`src/rtl/opto_ram_pkg.sv`:
```
// opto_ram_pkg: shared widths, clear-sweep states and read requester tags
// for the optical-encoder lookup RAM controller.
package opto_ram_pkg;
    localparam int RAM_ADDR_W = 8;
    localparam int RAM_DATA_W = 8;
    typedef enum logic [1:0] {IDLE, SWEEP, DONE} clrState_t;
    localparam logic TAG_A = 1'b0;
    localparam logic TAG_B = 1'b1;
endpackage

```
`src/rtl/opto_rd_arb.sv`:
```
// opto_rd_arb: fixed-priority read arbiter (A over B) with a starvation guard for B,
// write-collision stall and a 1-bit tag steering the returned RAM word.
module opto_rd_arb
    import opto_ram_pkg::*;
#(
    parameter int ADDR_W     = RAM_ADDR_W,
    parameter int DATA_W     = RAM_DATA_W,
    parameter int STARVE_MAX = 4
) (
    input  logic              clk,
    input  logic              rstN,
    input  logic              rdaReq,
    input  logic [ADDR_W-1:0] rdaAddr,
    input  logic              rdbReq,
    input  logic [ADDR_W-1:0] rdbAddr,
    input  logic              wrEn,
    input  logic [ADDR_W-1:0] wrAddr,
    input  logic [DATA_W-1:0] ramQ,
    output logic              rdaAck,
    output logic              rdbAck,
    output logic              rdaVld,
    output logic              rdbVld,
    output logic [DATA_W-1:0] rdaData,
    output logic [DATA_W-1:0] rdbData,
    output logic [ADDR_W-1:0] ramRdAddr,
    output logic              ramRdCe
);
    localparam int SW = $clog2(STARVE_MAX + 1);

    logic [SW-1:0]     starve;
    logic              pickB;
    logic              grant;
    logic              tag;
    logic              pend;
    logic [ADDR_W-1:0] winAddr;
    logic [DATA_W-1:0] holdA;
    logic [DATA_W-1:0] holdB;

    // A same-cycle write to the winning address stalls the read so it sees the new data.
    always_comb begin
        pickB     = rdbReq && (!rdaReq || starve >= SW'(STARVE_MAX));
        winAddr   = pickB ? rdbAddr : rdaAddr;
        grant     = rstN && (rdaReq || rdbReq) && !(wrEn && winAddr == wrAddr);
        rdaAck    = grant && !pickB;
        rdbAck    = grant && pickB;
        ramRdCe   = grant;
        ramRdAddr = grant ? winAddr : '0;
        rdaVld    = pend && tag == TAG_A;
        rdbVld    = pend && tag == TAG_B;
        rdaData   = rdaVld ? ramQ : holdA;
        rdbData   = rdbVld ? ramQ : holdB;
    end

    always_ff @(posedge clk or negedge rstN) begin
        if (!rstN) begin
            starve <= '0;
            tag    <= TAG_A;
            pend   <= 1'b0;
            holdA  <= '0;
            holdB  <= '0;
        end else begin
            pend   <= grant;
            tag    <= grant ? (pickB ? TAG_B : TAG_A) : tag;
            holdA  <= rdaVld ? ramQ : holdA;
            holdB  <= rdbVld ? ramQ : holdB;
            starve <= (!rdbReq || rdbAck) ? '0 : pickB ? starve : starve + 1'b1;
        end
    end
endmodule

```
`src/rtl/opto_ram_ctrl.sv`:
```
// opto_ram_ctrl: sequencer/arbiter for the 256x8 encoder lookup RAM; clear sweep
// and host writes share the write port, two requesters share the read port.
module opto_ram_ctrl
    import opto_ram_pkg::*;
#(
    parameter int ADDR_W     = RAM_ADDR_W,
    parameter int DATA_W     = RAM_DATA_W,
    parameter int STARVE_MAX = 4
) (
    input  logic              i_clk,
    input  logic              i_rst_n,
    input  logic              i_clr_req,
    output logic              o_clr_busy,
    output logic              o_clr_done,
    input  logic              i_wr_req,
    input  logic [ADDR_W-1:0] i_wr_addr,
    input  logic [DATA_W-1:0] i_wr_data,
    output logic              o_wr_ack,
    input  logic              i_rda_req,
    input  logic [ADDR_W-1:0] i_rda_addr,
    output logic              o_rda_ack,
    output logic              o_rda_vld,
    output logic [DATA_W-1:0] o_rda_data,
    input  logic              i_rdb_req,
    input  logic [ADDR_W-1:0] i_rdb_addr,
    output logic              o_rdb_ack,
    output logic              o_rdb_vld,
    output logic [DATA_W-1:0] o_rdb_data,
    output logic [ADDR_W-1:0] o_ram_wr_addr,
    output logic [DATA_W-1:0] o_ram_wr_data,
    output logic              o_ram_we,
    output logic              o_ram_wr_ce,
    output logic [ADDR_W-1:0] o_ram_rd_addr,
    output logic              o_ram_rd_ce,
    input  logic [DATA_W-1:0] i_ram_q
);
    clrState_t         state;
    clrState_t         stateNext;
    logic [ADDR_W-1:0] clrCnt;
    logic [ADDR_W:0]   clrInc;
    logic              sweeping;
    logic              hostGnt;

    always_ff @(posedge i_clk or negedge i_rst_n) begin
        if (!i_rst_n) begin
            state  <= IDLE;
            clrCnt <= '0;
        end else begin
            state  <= stateNext;
            clrCnt <= state == SWEEP ? clrInc[ADDR_W-1:0] : '0;
        end
    end

    // The host write waits out the whole sweep, including a request landing with the clear.
    always_comb begin
        stateNext = IDLE;
        clrInc    = {1'b0, clrCnt} + 1'b1;
        case (state)
            IDLE:    stateNext = i_clr_req ? SWEEP : IDLE;
            SWEEP:   stateNext = clrInc[ADDR_W] ? DONE : SWEEP;
            default: stateNext = IDLE;
        endcase
        sweeping      = state == SWEEP;
        hostGnt       = i_rst_n && i_wr_req && state == IDLE && !i_clr_req;
        o_clr_busy    = sweeping;
        o_clr_done    = state == DONE;
        o_wr_ack      = hostGnt;
        o_ram_we      = sweeping || hostGnt;
        o_ram_wr_ce   = sweeping || hostGnt;
        o_ram_wr_addr = sweeping ? clrCnt : hostGnt ? i_wr_addr : '0;
        o_ram_wr_data = hostGnt && !sweeping ? i_wr_data : '0;
    end

    opto_rd_arb #(
        .ADDR_W    (ADDR_W),
        .DATA_W    (DATA_W),
        .STARVE_MAX(STARVE_MAX)
    ) u_rdArb (
        .clk      (i_clk),
        .rstN     (i_rst_n),
        .rdaReq   (i_rda_req),
        .rdaAddr  (i_rda_addr),
        .rdbReq   (i_rdb_req),
        .rdbAddr  (i_rdb_addr),
        .wrEn     (o_ram_we),
        .wrAddr   (o_ram_wr_addr),
        .ramQ     (i_ram_q),
        .rdaAck   (o_rda_ack),
        .rdbAck   (o_rdb_ack),
        .rdaVld   (o_rda_vld),
        .rdbVld   (o_rdb_vld),
        .rdaData  (o_rda_data),
        .rdbData  (o_rdb_data),
        .ramRdAddr(o_ram_rd_addr),
        .ramRdCe  (o_ram_rd_ce)
    );
endmodule

```
`config.mk`:
```
export PLATFORM = sky130hd
export DESIGN_NAME = opto_ram_ctrl
export DESIGN_NICKNAME = d
export VERILOG_FILES = /design/src/rtl/opto_ram_pkg.sv /design/src/rtl/opto_rd_arb.sv /design/src/rtl/opto_ram_ctrl.sv
export SDC_FILE = /design/constraint.sdc
export NUM_CORES = 1
export LEC_CHECK = 0
export CORE_MARGIN = 4
export CORE_UTILIZATION = 42
export DETAILED_ROUTE_END_ITERATION = 10
export PLACE_DENSITY = 0.82
export RECOVER_POWER = 25
export SYNTH_ARGS = -nofsm -noshare
export SYNTH_HDL_FRONTEND = slang
export SYNTH_SLANG_ARGS = --single-unit
```
`constraint.sdc`:
```
create_clock -name i_clk -period 4.3 [get_ports i_clk]
set_clock_uncertainty 0.05 [all_clocks]
set_input_delay 0.86 -clock i_clk [delete_from_list [all_inputs] [get_ports i_clk]]
set_output_delay 0.86 -clock i_clk [all_outputs]
set_load 0.005 [all_outputs]
```
==> metrics.yaml <==
pwr:
  sw_frac_of_total_pct: 30.1
  clkPwrFrac_pct: 18.3
  irDropWorstVdd_uv: 232
  leakagePower_nw: 1.38
  seqPwrFrac_pct: 36.8
  p_sw_uw: 347
  internal-power_uw: 805
  powerDensity_mw_per_mm2: 376
  fin_total_pwr_mw: 1.15
  p_comb_share_pct: 44.9
sta:
  finalHoldViolations: 0
  finalCriticalPeriod_ns: 4.22
  setup_tns_ns: 0
  fmax_mhz: 237
  relSlewSlack_pct: 47.4
  timing.hold.ws_ns: 0.398
  slew_viol_final: 0
  rsz0062_at_grt: "false"
  tightest_slew_ns: 0.788
  setup_ws_ns: 0.0829
  setup_viol: 0
  period_share_pct: 98.1
detailed_routing:
  drtPass1Iterations: 4
  drc_errors: 0
  num_vias: 1862
  wirelength_microns: 5500
  wire_per_inst_microns: 15.4
  final_antenna_net_count: 0
  drt_first_iter_violations: 65
  vias_per_cell: 5.23
placement:
  dp_hpwl_microns: 4300
  io_buffers: 95
  place_ws_ns: -0.139
  gp_congestion: 0.861
  dp.cells: 343
  place_area_sq_mm: 0.00293
cts:
  cts-buffers-inserted: 5
  clk_path_buf_depth: 2
  htree_levels: 2
  cts.sinks: 31
  clkLatencyLatePin_ns: 0.28
  root_buffer: "clkbuf_8"
  cts_tree: "yes"
  cts_hold_buf: 0
  path_clk_slew_ns: 0.06
grt:
  grt_start_max_net_pins: 34
  grt_pass1_wl_microns: 8680
  grt.total_usage_pct: 21.4
  grt_pass1_vias: 1948
  antenna_found_initial: 0
  overflow: 0
floorplanning:
  row_count: 23
  die_height_microns: 72.9
  design.die.area_sq_mm: 0.00531
  start_util_pct: 43.9
  io-pin-count: 96
  design.core.area_sq_mm: 0.00403
  die_x_microns: 72.9
synth:
  avgSynthCellArea_sq_um: 9.76
  synth_seq_area_share_pct: 43.9
  synthCells: 181
  synth_top_flop_cell: "dfrtp_1"
  ys_types: 35
  synth_enable_flop_cells: 0
  async_reset_ff_share_pct: 100
  synth_area_sq_mm: 0.00177
  yosysWarnings: 0
  synth_nets: 229
  ys_seq_elements: 31
critical_path:
  worstSetupStartpointType: "input port"
  cp_slowest_cell: "or4_1"
  startpoint: "i_wr_req"
  r2r_slack_ns: 1.78
  worstPathCellList: "clkdlybuf4s50_1 -> and4bb_4 -> a32o_2 -> and3_1 -> or4_1 -> and4bb_2 -> a21o_4 -> buf_4 -> a21oi_1 -> clkdlybuf4s15_1"
  cp_max_fo: 6
  r2r_start: "state[0]"
  reg2reg_depth: 9
  criticalPathCategory: "input port to output pin"
  endpoint: "o_ram_rd_addr[5]"
  reg2reg_to: "u_rdArb.tag"
  cp_data_arrival_time_ns: 3.31
  cp_slowest_stage_delay_ns: 0.50
  crit_path_end_kind: "output pin"
  required_ns: 3.39
cells_and_area:
  design_area_sq_mm: 0.00306
  fin_cells: 356
  final_util_pct: 76.0
  antenna_cells: 0
  drive_gt1_share_pct: 21.9
  final_nets: 353
  syn_to_final_growth_pct: 73.4
worst_hold_path:
  hold_path.class: "flip-flop to flip-flop"
status:
  status: "completed"
flow_run:
  maxCapViolations: 0
synth_stat cells (3+ instances only):
cell type	count	area (sq um)
xnor2_1	4	35.0
nand2_1	8	30.0
buf_4	3	22.5
nor2_1	14	52.6
nand3_1	11	55.1
nand4_1	3	18.8
buf_2	4	20.0
mux2i_1	4	40.0
a21oi_1	17	85.1
clkbuf_1	4	15.0
o21ai_0	10	50.1
inv_1	5	18.8
dfrtp_1	31	776
a32o_1	5	50.1
and3_1	14	87.6
mux2_2	17	191
how the worst min path moves through the flow:
stage | start | end | slack, ns | depth (start not counted)
after floorplan | state[1] | state[0] | 0.37 | 1
after global placement | state[1] | state[0] | 0.39 | 1
after detailed placement | state[1] | state[0] | 0.40 | 1
after CTS | state[1] | state[0] | 0.41 | 1
after global routing | state[1] | state[0] | 0.45 | 1
final | state[1] | state[0] | 0.40 | 1
layout make-up:
class / count / area, sq um
Fill cell: 311 / 966
Multi-Input combinational cell: 133 / 950
Tap cell: 50 / 62.6
Sequential cell: 31 / 776
Clock buffer: 7 / 76.3
Timing Repair Buffer: 127 / 1170
Clock inverter: 1 / 5.00
Inverter: 7 / 26.3
worst max-delay path: cells and delay by family:
| kind | cells | cell delay, ns |
|---|---|---|
| compound gates | 3 | 0.49 |
| buf+inv | 3 | 0.72 |
| simple gates | 4 | 1.23 |
power by group through the flow:
stage	Clock, mW	Combinational [mW]	Sequential, mW
after floorplan	0	0.228	0.404
after CTS	0.219	0.523	0.423
after detailed placement	0	0.509	0.428
after global routing	0.233	0.562	0.434
after global placement	0	0.499	0.422
final	0.211	0.516	0.424
flip-flops by register name, indices dropped and copies added (netlist names):
register,flops
u_rdArb.holdA,8
u_rdArb.tag,1
u_rdArb.starve,3
clrCnt,8
u_rdArb.holdB,8
u_rdArb.pend,1
state,2
metal layers:
layer	vias to the layer above	share of wire (%)	routed length, microns	track usage [%]
met3	8	9.7	535	5.65
met5	-	0	0	0
met1	859	43	2390	26.1
met4	0	1.5	84	9.02
li1	904	-	-	-
met2	91	45	2490	35.6
cells in the final DEF (no fill, tap or decap), types with 2 or more instances in the layout:
cell type and n:
xnor2_1 4, a21o_4 2, inv_1 5, mux2i_1 4, nand4_1 3, a21oi_1 17
ha_1 2, buf_4 31, nand2_1 8, o21ai_0 10, clkbuf_2 3, mux2_2 17
a22o_1 2, and3_1 14, xor2_1 2, clkbuf_1 3, clkdlybuf4s50_1 82, nor2_1 14
inv_2 2, clkbuf_8 5, or3_1 2, dlygate4sd2_1 6, clkdlybuf4s15_1 2, nand3_1 11
a32o_1 5, dfrtp_1 31
kinds of logic after synthesis:
group	share of synthesized area, %
flops	43.9
fa+ha+maj	1.42
simple gates	19.5
compound gates	14.4
xor+xnor	2.97
buf+inv	4.75
mux	13.1
timing repair:
item	CTS	global route
setup endpoints to repair	11	9
cloned	1	0
pin swaps	4	4
buffers inserted	4	0
gates resized for setup	18	10
(Power assumes the default switching activity.)
